[config.mk]
export PLATFORM = sky130hd
export DESIGN_NAME = muldiv_sequencer_flat
export DESIGN_NICKNAME = d
export VERILOG_FILES = /design/src/rtl/muldiv_sequencer_if.sv /design/src/rtl/muldiv_sequencer.sv /design/src/flat_wrapper.sv
export SDC_FILE = /design/constraint.sdc
export NUM_CORES = 1
export LEC_CHECK = 0
export BUFFER_PORTS_ARGS = -buffer_cell sky130_fd_sc_hd__buf_2
export CAP_MARGIN = 15
export CORE_UTILIZATION = 40
export CTS_BUF_LIST = sky130_fd_sc_hd__clkbuf_2
export CTS_CLUSTER_SIZE = 8
export DETAILED_ROUTE_END_ITERATION = 6
export HOLD_SLACK_MARGIN = 0.02
export PLACE_DENSITY = 0.6
export SETUP_SLACK_MARGIN = 0.2
export SYNTH_ARGS = -nofsm -noshare
export SYNTH_HDL_FRONTEND = slang
export SYNTH_SLANG_ARGS = --single-unit
export TNS_END_PERCENT = 1
[constraint.sdc]
create_clock -name clock -period 7.49 [get_ports clock]
set_input_delay 1.1235 -clock clock [delete_from_list [all_inputs] [get_ports clock]]
set_output_delay 1.1235 -clock clock [all_outputs]
set_load 0.05 [all_outputs]
[src/rtl/muldiv_sequencer_if.sv]
// HI/LO unit bus: core-side requests in, status and HI/LO out.
// With MULDIV_DIV0_FLAG_EN defined, the bus also carries the div0 flag.
interface muldiv_sequencer_if #(
  parameter int DATA_WIDTH = 32
);
  logic                  enable;
  logic                  start;
  logic [1:0]            op;
  logic [DATA_WIDTH-1:0] operand_a;
  logic [DATA_WIDTH-1:0] operand_b;
  logic                  hilo_write_en;
  logic                  hilo_write_sel;
  logic [DATA_WIDTH-1:0] hilo_write_data;
  logic                  read_req;
  logic                  busy;
  logic                  stall;
  logic                  done;
  logic [DATA_WIDTH-1:0] hi;
  logic [DATA_WIDTH-1:0] lo;
`ifdef MULDIV_DIV0_FLAG_EN
  logic                  div0;

  modport master (
    output enable, start, op, operand_a, operand_b,
           hilo_write_en, hilo_write_sel, hilo_write_data, read_req,
    input  busy, stall, done, hi, lo, div0
  );
  modport slave (
    input  enable, start, op, operand_a, operand_b,
           hilo_write_en, hilo_write_sel, hilo_write_data, read_req,
    output busy, stall, done, hi, lo, div0
  );
`else
  modport master (
    output enable, start, op, operand_a, operand_b,
           hilo_write_en, hilo_write_sel, hilo_write_data, read_req,
    input  busy, stall, done, hi, lo
  );
  modport slave (
    input  enable, start, op, operand_a, operand_b,
           hilo_write_en, hilo_write_sel, hilo_write_data, read_req,
    output busy, stall, done, hi, lo
  );
`endif
endinterface

[src/rtl/muldiv_sequencer.sv]
// Iterative shift-add multiply / restoring divide sequencer that owns HI/LO.
// Optional macro MULDIV_DIV0_FLAG_EN adds a div0 pulse alongside done.
//
// state | meaning
// IDLE  | waiting; accepts start, or MTHI/MTLO when no start
// RUN   | one multiply or divide iteration per enabled edge
// FIX   | sign correction, HI/LO write, done pulse
module muldiv_sequencer #(
  parameter int DATA_WIDTH = 32
) (
  input logic               clock,
  input logic               reset,
  muldiv_sequencer_if.slave bus
);
  localparam int CW = (DATA_WIDTH > 1) ? $clog2(DATA_WIDTH) : 1;
  localparam logic [CW-1:0] COUNT_INIT = CW'(DATA_WIDTH - 1);

  localparam logic [1:0] IDLE = 2'd0;
  localparam logic [1:0] RUN  = 2'd1;
  localparam logic [1:0] FIX  = 2'd2;

  logic [1:0]              r_state;
  logic [CW-1:0]           r_count;
  logic [DATA_WIDTH-1:0]   r_opnd;
  logic [2*DATA_WIDTH-1:0] r_acc;
  logic                    r_is_div;
  logic                    r_neg_lo;
  logic                    r_neg_hi;
  logic                    r_b_zero;
  logic [DATA_WIDTH-1:0]   r_hi;
  logic [DATA_WIDTH-1:0]   r_lo;
  logic                    r_done;
`ifdef MULDIV_DIV0_FLAG_EN
  logic                    r_div0;
`endif

  logic                    w_a_neg;
  logic                    w_b_neg;
  logic [DATA_WIDTH-1:0]   w_a_mag;
  logic [DATA_WIDTH-1:0]   w_b_mag;
  logic [DATA_WIDTH-1:0]   w_addend;
  logic [DATA_WIDTH:0]     w_add_sum;
  logic [2*DATA_WIDTH-1:0] w_mul_next;
  logic [DATA_WIDTH:0]     w_rem_sh;
  logic [DATA_WIDTH:0]     w_trial;
  logic [2*DATA_WIDTH-1:0] w_div_next;
  logic [2*DATA_WIDTH-1:0] w_prod;
  logic [DATA_WIDTH-1:0]   w_quo;
  logic [DATA_WIDTH-1:0]   w_rem;

  // Signed ops are MULT (00) and DIV (10): op[0] clear.
  always_comb begin
    w_a_neg = ~bus.op[0] & bus.operand_a[DATA_WIDTH-1];
    w_b_neg = ~bus.op[0] & bus.operand_b[DATA_WIDTH-1];
    w_a_mag = w_a_neg ? -bus.operand_a : bus.operand_a;
    w_b_mag = w_b_neg ? -bus.operand_b : bus.operand_b;
  end

  // Multiply: acc = {partial, multiplier}; add multiplicand on LSB, shift right with carry.
  always_comb begin
    w_addend   = r_acc[0] ? r_opnd : '0;
    w_add_sum  = {1'b0, r_acc[2*DATA_WIDTH-1:DATA_WIDTH]} + {1'b0, w_addend};
    w_mul_next = {w_add_sum, r_acc[DATA_WIDTH-1:1]};
  end

  // Divide: acc = {remainder, dividend/quotient}; borrow out of w_trial means restore.
  always_comb begin
    w_rem_sh = {r_acc[2*DATA_WIDTH-1:DATA_WIDTH], r_acc[DATA_WIDTH-1]};
    w_trial  = w_rem_sh - {1'b0, r_opnd};
    if (w_trial[DATA_WIDTH])
      w_div_next = {w_rem_sh[DATA_WIDTH-1:0], r_acc[DATA_WIDTH-2:0], 1'b0};
    else
      w_div_next = {w_trial[DATA_WIDTH-1:0], r_acc[DATA_WIDTH-2:0], 1'b1};
  end

  // A zero divisor leaves |dividend| in the remainder, so HI comes back as operand_a.
  always_comb begin
    w_prod = r_neg_lo ? -r_acc : r_acc;
    w_quo  = r_b_zero ? '1
           : (r_neg_lo ? -r_acc[DATA_WIDTH-1:0] : r_acc[DATA_WIDTH-1:0]);
    w_rem  = r_neg_hi ? -r_acc[2*DATA_WIDTH-1:DATA_WIDTH]
                      : r_acc[2*DATA_WIDTH-1:DATA_WIDTH];
  end

  always_ff @(posedge clock or posedge reset) begin
    if (reset) begin
      r_state  <= IDLE;
      r_count  <= '0;
      r_opnd   <= '0;
      r_acc    <= '0;
      r_is_div <= 1'b0;
      r_neg_lo <= 1'b0;
      r_neg_hi <= 1'b0;
      r_b_zero <= 1'b0;
      r_hi     <= '0;
      r_lo     <= '0;
      r_done   <= 1'b0;
`ifdef MULDIV_DIV0_FLAG_EN
      r_div0   <= 1'b0;
`endif
    end else if (bus.enable) begin
      r_done <= 1'b0;
`ifdef MULDIV_DIV0_FLAG_EN
      r_div0 <= 1'b0;
`endif
      case (r_state)
        IDLE: begin
          if (bus.start) begin
            r_is_div <= bus.op[1];
            r_b_zero <= (bus.operand_b == '0);
            r_neg_lo <= w_a_neg ^ w_b_neg;
            r_neg_hi <= w_a_neg;
            r_count  <= COUNT_INIT;
            r_state  <= RUN;
            if (bus.op[1]) begin
              r_opnd <= w_b_mag;
              r_acc  <= {{DATA_WIDTH{1'b0}}, w_a_mag};
            end else begin
              r_opnd <= w_a_mag;
              r_acc  <= {{DATA_WIDTH{1'b0}}, w_b_mag};
            end
          end else if (bus.hilo_write_en) begin
            if (bus.hilo_write_sel)
              r_hi <= bus.hilo_write_data;
            else
              r_lo <= bus.hilo_write_data;
          end
        end
        RUN: begin
          r_acc <= r_is_div ? w_div_next : w_mul_next;
          if (r_count == '0)
            r_state <= FIX;
          else
            r_count <= r_count - 1'b1;
        end
        FIX: begin
          if (r_is_div) begin
            r_hi <= w_rem;
            r_lo <= w_quo;
          end else begin
            r_hi <= w_prod[2*DATA_WIDTH-1:DATA_WIDTH];
            r_lo <= w_prod[DATA_WIDTH-1:0];
          end
          r_done  <= 1'b1;
`ifdef MULDIV_DIV0_FLAG_EN
          r_div0  <= r_is_div & r_b_zero;
`endif
          r_state <= IDLE;
        end
        default: r_state <= IDLE;
      endcase
    end
  end

  assign bus.busy  = (r_state != IDLE);
  assign bus.stall = bus.busy & (bus.start | bus.read_req | bus.hilo_write_en);
  assign bus.done  = r_done;
  assign bus.hi    = r_hi;
  assign bus.lo    = r_lo;
`ifdef MULDIV_DIV0_FLAG_EN
  assign bus.div0  = r_div0;
`endif

endmodule

[src/flat_wrapper.sv]
// flat-port wrapper written by rule: the top's interface ports become plain ports
module muldiv_sequencer_flat 
#(
  parameter int DATA_WIDTH = 32
)
  (clock, reset, bus_enable, bus_start, bus_op, bus_operand_a, bus_operand_b, bus_hilo_write_en, bus_hilo_write_sel, bus_hilo_write_data, bus_read_req, bus_busy, bus_stall, bus_done, bus_hi, bus_lo);
  muldiv_sequencer_if #(.DATA_WIDTH(DATA_WIDTH)) bus_i ();
  input logic clock;
  input logic reset;
  input wire logic [$bits(bus_i.enable)-1:0] bus_enable;
  input wire logic [$bits(bus_i.start)-1:0] bus_start;
  input wire logic [$bits(bus_i.op)-1:0] bus_op;
  input wire logic [$bits(bus_i.operand_a)-1:0] bus_operand_a;
  input wire logic [$bits(bus_i.operand_b)-1:0] bus_operand_b;
  input wire logic [$bits(bus_i.hilo_write_en)-1:0] bus_hilo_write_en;
  input wire logic [$bits(bus_i.hilo_write_sel)-1:0] bus_hilo_write_sel;
  input wire logic [$bits(bus_i.hilo_write_data)-1:0] bus_hilo_write_data;
  input wire logic [$bits(bus_i.read_req)-1:0] bus_read_req;
  output wire logic [$bits(bus_i.busy)-1:0] bus_busy;
  output wire logic [$bits(bus_i.stall)-1:0] bus_stall;
  output wire logic [$bits(bus_i.done)-1:0] bus_done;
  output wire logic [$bits(bus_i.hi)-1:0] bus_hi;
  output wire logic [$bits(bus_i.lo)-1:0] bus_lo;
  assign bus_i.enable = bus_enable;
  assign bus_i.start = bus_start;
  assign bus_i.op = bus_op;
  assign bus_i.operand_a = bus_operand_a;
  assign bus_i.operand_b = bus_operand_b;
  assign bus_i.hilo_write_en = bus_hilo_write_en;
  assign bus_i.hilo_write_sel = bus_hilo_write_sel;
  assign bus_i.hilo_write_data = bus_hilo_write_data;
  assign bus_i.read_req = bus_read_req;
  assign bus_busy = bus_i.busy;
  assign bus_stall = bus_i.stall;
  assign bus_done = bus_i.done;
  assign bus_hi = bus_i.hi;
  assign bus_lo = bus_i.lo;
  muldiv_sequencer #(.DATA_WIDTH(DATA_WIDTH)) u_core (.clock(clock), .reset(reset), .bus(bus_i));
endmodule
Word-level counts from Yosys, hierarchy flattened
Index checks and enable logic that the tools add are counted.

Register bits: 172. Latch bits: 0. RAM bits: 0. Memory bits (read-only): 0. Bits of input ports: 105. Memories: 0.

$add $sub $neg: 8. $mul: 0. Divide/modulo/power cells: 0. Order comparisons: 0. Eq/ne operators: 9. Shifts and indexed selects: 0. Multiplexer cells: 30. Bitwise operators: 7. Reductions and logical operators: 12.

Operator list (number): two-way mux 32 bit (16); two-way mux 64 bit (4); negator 32 bit (4); case mux 32 bit (2 select lines) (2); case mux 64 bit (2 select lines) (1); negator 64 bit (1); adder 32 x 32 -> 33 bit (1); subtractor 33 x 32 -> 33 bit (1); logical NOT 32 bit (1); inequality test 2 bit (second input constant) (6); two-way mux 5 bit (2); case mux 5 bit (2 select lines) (1); AND reduction 5 bit (2); AND reduction 3 bit (3); nonzero test 2 bit (3); logical NOT 5 bit (1); subtractor 5 x 1 -> 5 bit (second input constant) (1); two-way mux 2 bit (2); case mux 2 bit (2 select lines) (1); AND reduction 4 bit (1); AND 1 bit (3); equality test 2 x 1 -> 1 bit (second input constant) (1); equality test 2 bit (second input constant) (1); logical NOT 2 bit (1); other kinds (5) (6).

Depth between registers and ports, before layout
Gate-level depths: netlist (run 1).

Depth after elaboration: 6. Mapped depth: 15. Mapped depth without buffers: 14.

Least setup slack after synthesis (run 1)
Ideal clock, no wire load.

Path kind: input to register. From: input bus_operand_a[1]. To: register u_core.r_acc[26]. Library setup time: 0.125 ns. Arrival time: 3.639 ns. Required time: 7.365 ns. Slack: 3.726 ns. Stages on the path: 12. Buffers on the path: 0. Path through: inv_1 > ha_1 > or3b_4 > or4_4 > nand2b_4 > or3_4 > o41ai_4 > nand2_1 > xor2_1 > mux2i_1 > a21oi_1 > mux2_2.

Word-level cells in the longest chain between the ends: 5.

RTL lines: start, declared (line flat_wrapper.sv:13) `input wire logic [$bits(bus_i.operand_a)-1:0] bus_operand_a;`; negator 32 bit (line muldiv_sequencer.sv:55) `w_a_mag = w_a_neg ? -bus.operand_a : bus.operand_a;`; two-way mux 32 bit (line muldiv_sequencer.sv:55); two-way mux 32 bit (line muldiv_sequencer.sv:115) `if (bus.op[1]) begin`; two-way mux 64 bit (line muldiv_sequencer.sv:108) `if (bus.start) begin`; case mux 64 bit (2 select lines) (line muldiv_sequencer.sv:106) `case (r_state)`; end signal, assigned (line muldiv_sequencer.sv:117) `r_acc <= {{DATA_WIDTH{1'b0}}, w_a_mag};`; end signal, assigned (line muldiv_sequencer.sv:120) `r_acc <= {{DATA_WIDTH{1'b0}}, w_b_mag};`; end signal, assigned (line muldiv_sequencer.sv:130) `r_acc <= r_is_div ? w_div_next : w_mul_next;`; end, declared (line muldiv_sequencer.sv:25) `logic [2*DATA_WIDTH-1:0] r_acc;`.

No other way between the ends. The select of a mux whose other input is x is not followed. A chain may end at the register's enable or synchronous reset.

Worst setup path after layout (run 1)
From: register u_core.r_acc[0]. To: register u_core.r_acc[62].

Word-level cells in the longest chain between the ends: 4.

RTL lines: two-way mux 32 bit (line muldiv_sequencer.sv:61) `w_addend = r_acc[0] ? r_opnd : '0;`; adder 32 x 32 -> 33 bit (line muldiv_sequencer.sv:62) `w_add_sum = {1'b0, r_acc[2*DATA_WIDTH-1:DATA_WIDTH]} + {1'b0, w_addend};`; two-way mux 64 bit (line muldiv_sequencer.sv:130); case mux 64 bit (2 select lines) (line muldiv_sequencer.sv:106).

No other way between the ends.

==> run_results.csv, run 1 <==
group,metric,value,unit
run_status,outcome,"completed",
flow_run,drv_cap,0,
sta,rsz0062_at_grt,"no",
logic_synthesis,synth_edf_count,0,
clocking,cts.reportedPaths.clkPinSlew,0.31,ns
detailed_routing,drt_iter0_drc,1482,
sta,finalHoldViolCount,0,
logic_synthesis,yosys-top-cells-area,"dfrtp_1 (29%), o21ai_0 (7.3%), xnor2_1 (6.3%)",
logic_synthesis,synthArstFlopShare,100,%
clocking,cts-root-buf,"clkbuf_2",
worst_setup_path,crit_fanout,30,
sta,finalClockSkew,0.0535,ns
layout,finalNetCount,2211,
worst_setup_path,crit_chain,"inv_1 > buf_4 > nor2_1 > ha_1 > a21oi_1 > o22ai_1 > or3_1 > a22o_1 > o221a_2 > a221oi_1 > o31ai_1 > a311oi_1 > xor2_1 > o211ai_1",
pwr,power,7.64,mW
layout,final_area,16500,µm²
sta,finalSetupViolations,0,
logic_synthesis,syn_area,15000,µm²
clocking,cts_tree,"yes",
worst_setup_path,crit_type,"reg -> reg",
sta,final_max_slew_viol_count,0,
detailed_routing,drt-total-wl,51700,µm
sta,max_slew_margin,26.0,%
logic_synthesis,synth_most_common_cell,"nand2_1",
grt,grt_use_total,27.2,%
detailed_routing,via_count,14800,
detailed_routing,viasPerCell,5.86,
grt,antenna_found_initial,3,
floorplanning,rows,70,
pwr,cellPowerDensity,464,nW/µm²
logic_synthesis,synthesis.nets,2123,
sta,min_period,4.21,ns
floorplanning,die_w,196,µm
clocking,clk-insertion-delay-late,0.86,ns
clocking,post_cts_buffers,0,
logic_synthesis,ys_warn_count,0,
clocking,cts.sink_count,172,
grt,gr-total-overflow,0,
worst_setup_path,crit_family,"compound AO/OA/AOI/OAI gates",
layout,final_cells,2517,
grt,grt_max_degree,101,
placed_design,hpwl,40100,µm
floorplanning,dieHeight,196,µm
placed_design,dp.cells,2480,
sta,period_share,56.2,%
detailed_routing,ant_nets,0,
logic_synthesis,ys.flop_type,"dfrtp_1",
logic_synthesis,synth.distinct_cells,82,
logic_synthesis,ys_ff_latch,172,
clocking,post_cts_resized,0,
clocking,htreeDepth,4,
worst_setup_path,startpoint_type,"flip-flop",
worst_setup_path,critPathCaptureType,"flip-flop",
clocking,ctsHoldBuffers,0,
sta,setup_tns,0,ns
sta,worst_pin_slew,1.11,ns
logic_synthesis,synth_largest_area_cell,"dfrtp_1",
layout,syn_to_final_growth,9.67,%
worst_hold_path,hp-class,"in -> async",
placed_design,gp_congestion,1.00,
floorplanning,initial_core_util,40.8,%
worst_setup_path,cpPeakStageDelay,0.60,ns
clocking,cts_buffers,17,
worst_setup_path,cp.required,8.22,ns
detailed_routing,drcViolationCount,0,
worst_setup_path,worst-path-buf-inv,2,
grt,grt_pass1_wl,80800,µm
pwr,ir_drop,0.274,mV
pwr,leakage,7.46,nW
logic_synthesis,avgSynthCellArea,7.71,µm²
logic_synthesis,synthTopCellsByCount,"nand2_1 (235), o21ai_0 (219), nor2_1 (199)",
floorplanning,ios,172,
placed_design,placed_cell_area,16100,µm²
floorplanning,design.core.area,36800,µm²
grt,grt_pass1_vias,13900,
worst_setup_path,crit_slowest_cell,"a221oi_1",
detailed_routing,wl_per_cell,20.5,µm
layout,drive_gt1_share,12.8,%
logic_synthesis,synth_top_area_share,28.7,%
layout,nFillCells,3731,
logic_synthesis,synthCells,1946,
clocking,cts_max_path_buffers,2,
floorplanning,dieArea,38300,µm²
worst_setup_path,worstPathArrival,4.94,ns
placed_design,port_buffers,171,
logic_synthesis,synth-seq-area-share,28.7,%
detailed_routing,firstDrtPassIters,5,
sta,fmax,238,MHz
[flip-flops by register name, summed over array words and instances, names as in the netlist]
name             cells
u_core.r_b_zero      1
u_core.bus.done      1
u_core.r_neg_lo      1
u_core.bus.hi       32
u_core.r_is_div      1
u_core.r_opnd       32
u_core.r_count       5
u_core.bus.lo       32
u_core.r_neg_hi      1
u_core.r_state       2
u_core.r_acc        64
[kinds of logic after synthesis]
kind of cell               count (synthesis)  synth area share, %
DFF                                      172                 28.7
and+or+nand+nor                          633                 19.6
muxes                                     74                 4.98
xor gates and xnor gates                 174                 10.2
buffers and inverters                    189                 4.95
AOI/OAI and AO/OA                        632                 25.5
adders and majority gates                 72                 6.11
[worst register-to-register path, delay by kind of cell, from the launching register on]
kind	cells	cell delay [ns]
flops	1	0.53
xor+xnor	1	0.18
simple gates	2	0.44
fa+ha+maj	1	0.34
buf+inv	2	0.46
compound gates	8	2.17
[cells in the final DEF (no fill, tap or decap), types with 17 or more instances in the layout]
master and n:
clkbuf_2 19, buf_4 18, or3_1 17, o22ai_1 32, buf_2 171, xor2_1 66, a21oi_1 178, xnor2_1 108
nor2b_1 17, o21ai_0 219, o31ai_1 23, a22oi_1 19, dfrtp_1 171, nor4_1 18, nor2_1 198, nand3_1 20
mux2i_1 69, a21o_1 37, inv_1 67, nor3_1 35, nand2b_1 20, ha_1 70, nand2_1 234
[through the flow]
step	setup slack, ns	hold slack (ns)	util [%]
2_1_floorplan	1.71	0.450	-
3_3_place_gp	3.43	0.457	43.9
3_5_place_dp	3.34	0.464	43.9
4_1_cts	3.32	0.126	44.6
5_1_grt	3.02	0.144	44.7
6_report	3.28	0.211	44.7
[layer usage]
| layer | GRT usage [%] | wire length [µm] | part of all wire, % | vias up |
|---|---|---|---|---|
| met2 | 41.4 | 22600 | 44 | 505 |
| met3 | 3.73 | 3110 | 6.0 | 61 |
| li1 | - | - | - | 7103 |
| met1 | 39.5 | 24500 | 47 | 7093 |
| met4 | 8.77 | 1430 | 2.8 | 0 |
| met5 | 0 | 0 | 0 | - |
[cell type report]
type | instances | area, µm² | area share, %
antenna | 3 | 7.51 | 0.0456
clock buffer | 19 | 95.1 | 0.578
clock inverter | 12 | 164 | 0.996
inverter | 68 | 260 | 1.58
multi-input combinational | 1585 | 10000 | 60.9
sequential | 172 | 4310 | 26.2
tap | 468 | 586 | 3.56
timing repair buffer | 190 | 1020 | 6.19
[path summary, 6_finish.rpt]
check	from	to	slack [ns]	cells after the start
max	u_core.r_acc[0]	u_core.r_acc[62]	3.28	14
min	reset	u_core.r_acc[50]	0.21	2
max reg2reg	u_core.r_acc[0]	u_core.r_acc[62]	3.28	14
min reg2reg	u_core.bus.hi[1]	u_core.bus.hi[1]	0.51	2
max in group asynchronous	reset	u_core.r_acc[17]	5.93	3
min in group clock	u_core.bus.hi[1]	u_core.bus.hi[1]	0.51	2
[report_power, final]
part           switching [mW]  total, mW  internal (mW)
combinational            3.27       5.13           1.86
sequential              0.617       1.95           1.33
clock                   0.374      0.566          0.192
total                    4.26       7.64           3.38
Note: power is estimated with default switching activity, not from simulation.
==> run 2: changes to the inputs <==
--- a/config.mk
+++ b/config.mk
@@ -12,7 +12,7 @@
 export CTS_CLUSTER_SIZE = 8
 export DETAILED_ROUTE_END_ITERATION = 6
 export HOLD_SLACK_MARGIN = 0.02
-export PLACE_DENSITY = 0.6
+export PLACE_DENSITY = 0.62
 export SETUP_SLACK_MARGIN = 0.2
 export SYNTH_ARGS = -nofsm -noshare
 export SYNTH_HDL_FRONTEND = slang
==> constraint.sdc (replaced) <==
create_clock -name clock -period 3.55 [get_ports clock]
set_input_delay 0.5325 -clock clock [delete_from_list [all_inputs] [get_ports clock]]
set_output_delay 0.5325 -clock clock [all_outputs]
set_load 0.05 [all_outputs]
==> run 2 against run 1 <==
Against the previous run:
- sequential share of layout area is 2.2 points lower
- clock skew is 0.0018 ns higher
- clock power is 120% higher
- sequential power is 92% higher
- maximum frequency is 22% higher
- worst setup slack worse by 3.2 ns
- cell area is 9.2% higher
- die area stayed put
- wire length is 5.8% higher
- first-iteration DRC count is 2.2% higher
- critical path type unchanged
- cell count is 5.5% higher
==> run_results.csv, run 2 (same netlist as run 1, synthesis figures left out) <==
group,metric,value,unit
run_status,outcome,"completed",
worst_setup_path,ff2ff_path_depth,12,
sta,finalClockSkew,0.0553,ns
detailed_routing,via_count,15400,
clocking,cts_max_path_buffers,2,
worst_setup_path,worstPathArrival,4.16,ns
sta,worst_pin_slew,1.18,ns
sta,fmax,291,MHz
detailed_routing,drt_iter0_drc,1514,
worst_setup_path,crit_fanout,5,
layout,drive_gt1_share,19.2,%
worst_hold_path,hp-class,"in -> reg",
layout,syn_to_final_growth,19.8,%
floorplanning,dieArea,38300,µm²
sta,period_share,96.9,%
floorplanning,dieHeight,196,µm
clocking,cts_tree,"yes",
detailed_routing,ant_nets,0,
layout,finalNetCount,2351,
detailed_routing,drcViolationCount,0,
clocking,cts.reportedPaths.clkPinSlew,0.28,ns
grt,grt_pass1_wl,83600,µm
placed_design,hpwl,42400,µm
sta,rsz0062_at_grt,"yes",
detailed_routing,wl_per_cell,20.6,µm
layout,final_cell_mix,"nand2_1 (233), o21ai_0 (209), nor2_1 (194)",
clocking,cts.sink_count,172,
sta,finalSetupViolations,0,
floorplanning,ios,172,
flow_run,drv_cap,0,
layout,layout_commonest_cell,"nand2_1",
sta,setup_tns,0,ns
detailed_routing,firstDrtPassIters,7,
pwr,leakage,8.20,nW
worst_hold_path,whs_path_depth,4,
grt,antenna_found_initial,1,
worst_setup_path,crit_type,"reg -> reg",
pwr,power,17.6,mW
clocking,cts-root-buf,"clkbuf_2",
clocking,clk-insertion-delay-late,0.88,ns
detailed_routing,viasPerCell,5.80,
pwr,ir_drop,0.427,mV
worst_setup_path,cp.required,4.27,ns
pwr,cellPowerDensity,978,nW/µm²
clocking,cts_buffers,17,
placed_design,gp_congestion,0.968,
floorplanning,die_w,196,µm
sta,final_max_slew_viol_count,0,
sta,min_period,3.44,ns
layout,largest_reg_flops,64,
grt,grt_pass1_vias,14500,
clocking,htreeDepth,4,
floorplanning,design.core.area,36800,µm²
floorplanning,initial_core_util,40.8,%
floorplanning,rows,70,
worst_setup_path,critPathCaptureType,"flip-flop",
grt,grt_use_total,28.3,%
worst_setup_path,startpoint_type,"flip-flop",
sta,finalHoldViolCount,0,
sta,whs,0.0714,ns
grt,grt_max_degree,129,
placed_design,port_buffers,171,
grt,gr-total-overflow,0,
sta,max_slew_margin,21.2,%
layout,top_register,"u_core.r_acc",
detailed_routing,drt-total-wl,54700,µm
run 2: final timing paths:
check / startpoint / endpoint / slack (ns)
setup / recovery: u_core.r_acc[0] / u_core.bus.hi[11] / 0.11
hold reg to reg: u_core.bus.hi[1] / u_core.bus.hi[1] / 0.51
setup reg to reg: u_core.r_acc[0] / u_core.bus.hi[11] / 0.11
max in group asynchronous: reset / u_core.r_acc[3] / 2.56
min in group asynchronous: reset / u_core.bus.lo[17] / 0.34
hold / removal: bus_operand_b[30] / u_core.r_b_zero / 0.07
run 2: power by group:
part           internal (mW)  switching [mW]
logic                   4.80            7.78
registers               2.81           0.933
clock network          0.471           0.791
run 2: through the flow:
stage               cells  worst slack [ns]  cell area [µm²]  utilization, %
floorplan            1946            0.0913            15000               -
global route         2655           -0.0451            18000            48.9
global placement     2583            0.0946            17000            46.1
finish               2655             0.109            18000            48.9
CTS                  2653             0.180            17600            48.0
detailed placement   2583            0.0173            17000            46.1
run 2: worst max-delay path, cell delays in order, from the launching register on:
cell      delay, ns
dfrtp_1        0.47
buf_4          0.15
buf_4          0.15
or4_4          0.58
nor4_4         0.21
nand3_1        0.18
or3_4          0.43
o41ai_4        0.32
o221ai_2       0.24
xnor2_2        0.21
nor2_1         0.08
a21oi_1        0.16
o21ai_0        0.11
run 2: area by class of cell:
type / count / area (µm²)
fillers: 3658 / 18800
multi-input cells: 1585 / 10300
flip-flops and latches: 172 / 4310
repair buffers: 330 / 2210
well taps: 468 / 586
inverters: 68 / 259
clock inverters: 13 / 186
clock buffers: 18 / 90.1
diodes: 1 / 2.50
run 2: timing repair:
item	CTS	global route
setup buffers	3	0
endpoints found under the setup margin	11	50
endpoints found under the hold margin	237	0
pin swaps	5	35
hold buffers	36	0
gates resized for setup	7	67
run 2: metal layers:
| metal | GRT usage [%] | wire length, µm | vias to the layer above |
|---|---|---|---|
| li1 | - | - | 7382 |
| met2 | 44.5 | 24300 | 651 |
| met4 | 11.3 | 2070 | 0 |
| met1 | 39.3 | 24400 | 7274 |
| met5 | 0 | 0 | - |
| met3 | 3.90 | 3800 | 103 |
==> run 3: changes to the inputs <==
--- a/config.mk
+++ b/config.mk
@@ -13,7 +13,7 @@
 export DETAILED_ROUTE_END_ITERATION = 6
 export HOLD_SLACK_MARGIN = 0.02
 export PLACE_DENSITY = 0.62
-export SETUP_SLACK_MARGIN = 0.2
+export SETUP_SLACK_MARGIN = 0.02
 export SYNTH_ARGS = -nofsm -noshare
 export SYNTH_HDL_FRONTEND = slang
 export SYNTH_SLANG_ARGS = --single-unit
==> run 3 against run 2 <==
Against the previous run:
- critical path depth did not move
- cell area fell by 1.3%
- count of clock-buffer cells in the layout did not move
- wire length fell by 0.58%
- cell count did not move
- core utilization fell by 0.62 points
- sequential power barely moved
- critical endpoint is now u_core.bus.hi[19]
- largest power group unchanged
==> run_results.csv, run 3 (same netlist as run 1, synthesis figures left out) <==
group,metric,value,unit
run_status,outcome,"completed",
worst_setup_path,timing.critical_path.mode_cell,"buf_4",
layout,final_cell_mix,"nand2_1 (234), o21ai_0 (216), nor2_1 (198)",
floorplanning,initial_core_util,40.8,%
detailed_routing,viasPerCell,5.80,
detailed_routing,drt_iter0_drc,1496,
sta,finalClockSkew,0.0603,ns
worst_setup_path,cp.required,4.28,ns
worst_setup_path,crit_chain,"buf_4 > buf_4 > or4_4 > nor4_4 > nand3_2 > or3_4 > o41ai_4 > o221ai_1 > xnor2_1 > nor2_1 > a21oi_1 > o21ai_1",
layout,final_cells,2655,
sta,finalHoldViolCount,0,
detailed_routing,ant_nets,0,
detailed_routing,firstDrtPassIters,7,
sta,min_period,3.42,ns
grt,grt_pass1_wl,83400,µm
clocking,clk-insertion-delay-late,0.88,ns
pwr,ir_drop,0.429,mV
layout,final-seq-area,4310,µm²
sta,period_share,96.4,%
flow_run,drv_cap,0,
sta,worst_pin_slew,1.14,ns
worst_setup_path,cpPeakStageDelay,0.58,ns
layout,nFillCells,3671,
floorplanning,dieArea,38300,µm²
placed_design,gp_congestion,0.968,
layout,syn_to_final_growth,18.3,%
layout,largest_reg_flops,64,
layout,finalNetCount,2350,
worst_setup_path,crit_type,"reg -> reg",
worst_hold_path,hp-class,"in -> reg",
clocking,cts_tree,"yes",
worst_setup_path,critPathCaptureType,"flip-flop",
sta,finalSetupViolations,0,
layout,layout_commonest_cell,"nand2_1",
grt,grt_max_degree,129,
floorplanning,rows,70,
floorplanning,dieHeight,196,µm
clocking,cts.reportedPaths.clkPinSlew,0.28,ns
grt,gr-total-overflow,0,
worst_setup_path,ff2ff_path_depth,12,
floorplanning,die_w,196,µm
placed_design,port_buffers,171,
grt,grt_pass1_vias,14500,
floorplanning,design.core.area,36800,µm²
worst_setup_path,startpoint_type,"flip-flop",
clocking,cts.sink_count,172,
detailed_routing,via_count,15400,
detailed_routing,drt-total-wl,54300,µm
worst_setup_path,crit_slowest_cell,"or4_4",
pwr,cellPowerDensity,977,nW/µm²
layout,top_register,"u_core.r_acc",
pwr,leakage,8.17,nW
clocking,htreeDepth,4,
placed_design,placed_cell_area,17000,µm²
placed_design,hpwl,42400,µm
pwr,power,17.3,mW
clocking,cts_max_path_buffers,2,
floorplanning,ios,172,
grt,antenna_found_initial,1,
layout,drive_gt1_share,17.7,%
sta,fmax,292,MHz
sta,final_max_slew_viol_count,0,
sta,rsz0062_at_grt,"yes",
grt,grt_use_total,28.3,%
detailed_routing,drcViolationCount,0,
sta,max_slew_margin,23.8,%
detailed_routing,wl_per_cell,20.5,µm
worst_setup_path,crit_fanout,5,
placed_design,dp.cells,2583,
clocking,cts-root-buf,"clkbuf_2",
worst_setup_path,worstPathArrival,4.15,ns
clocking,cts_buffers,17,
worst_hold_path,whs_path_depth,4,
layout,multiInputGateArea,10100,µm²
layout,final_area,17700,µm²
==> run 3: cell types whose count changed in the layout (fill, tap and decap cells not counted), moves of 3 or more <==
cell / before / now
ha_1: 64 / 70
ha_2: 4 / 0
nor2_1: 194 / 198
nor4_1: 15 / 18
o21ai_0: 209 / 216
o21ai_1: 15 / 9
==> run 3: metal layers <==
metal | part of all wire [%] | global-route usage (%) | routed length [µm]
met1 | 45 | 39.2 | 24700
met2 | 44 | 44.5 | 24100
met3 | 6.4 | 3.97 | 3500
met4 | 3.6 | 11.1 | 1980
met5 | 0 | 0 | 0
==> run 3: timing repair <==
item | in CTS | in global routing
pin swaps | 0 | 7
gates resized for setup | 0 | 25
buffers inserted | 1 | 1
cloned | 0 | 0
hold buffers | 36 | 0
setup endpoints to repair | 1 | 23
endpoints found under the hold margin | 237 | 0
==> run 3: metrics by stage <==
step           TNS [ns]  utilization, %  setup WS, ns  hold WS [ns]
2_1_floorplan         0               -        0.0913         0.450
3_3_place_gp          0            46.1        0.0946         0.459
3_5_place_dp          0            46.1        0.0173         0.465
4_1_cts               0            47.9        0.0544        0.0213
5_1_grt         -0.0516            48.2       -0.0422        0.0507
6_report              0            48.2         0.128        0.0782
==> run 3: final cells by class <==
cell class                 count  share of cell area (%)
multi-input combinational   1585                    57.0
tap                          468                    3.30
antenna                        2                  0.0282
clock inverter                13                    1.05
sequential                   172                    24.3
clock buffer                  18                   0.508
timing repair buffer         329                    12.4
inverter                      68                    1.46
==> run 3: worst max-delay path, delay by kind of cell, from the launching register on <==
family | cells | cell delay (ns)
flops | 1 | 0.46
xor+xnor | 1 | 0.33
buf+inv | 2 | 0.30
simple gates | 5 | 1.47
compound gates | 4 | 0.72
==> run 3: worst paths after layout <==
path / startpoint / slack, ns / end
worst max-delay path: u_core.r_acc[0] / 0.13 / u_core.bus.hi[19]
worst min-delay path: bus_operand_b[30] / 0.08 / u_core.r_b_zero
worst max register to register: u_core.r_acc[0] / 0.13 / u_core.bus.hi[19]
worst min register to register: u_core.bus.hi[1] / 0.51 / u_core.bus.hi[1]
max in group asynchronous: reset / 2.56 / u_core.r_acc[3]
min in group asynchronous: reset / 0.35 / u_core.bus.lo[17]
==> run 3: power breakdown <==
part | switching (mW) | leakage (nW) | internal (mW) | total, mW
clock network | 0.797 | 0.165 | 0.471 | 1.27
registers | 0.928 | 2.18 | 2.81 | 3.74
logic | 7.65 | 5.83 | 4.68 | 12.3
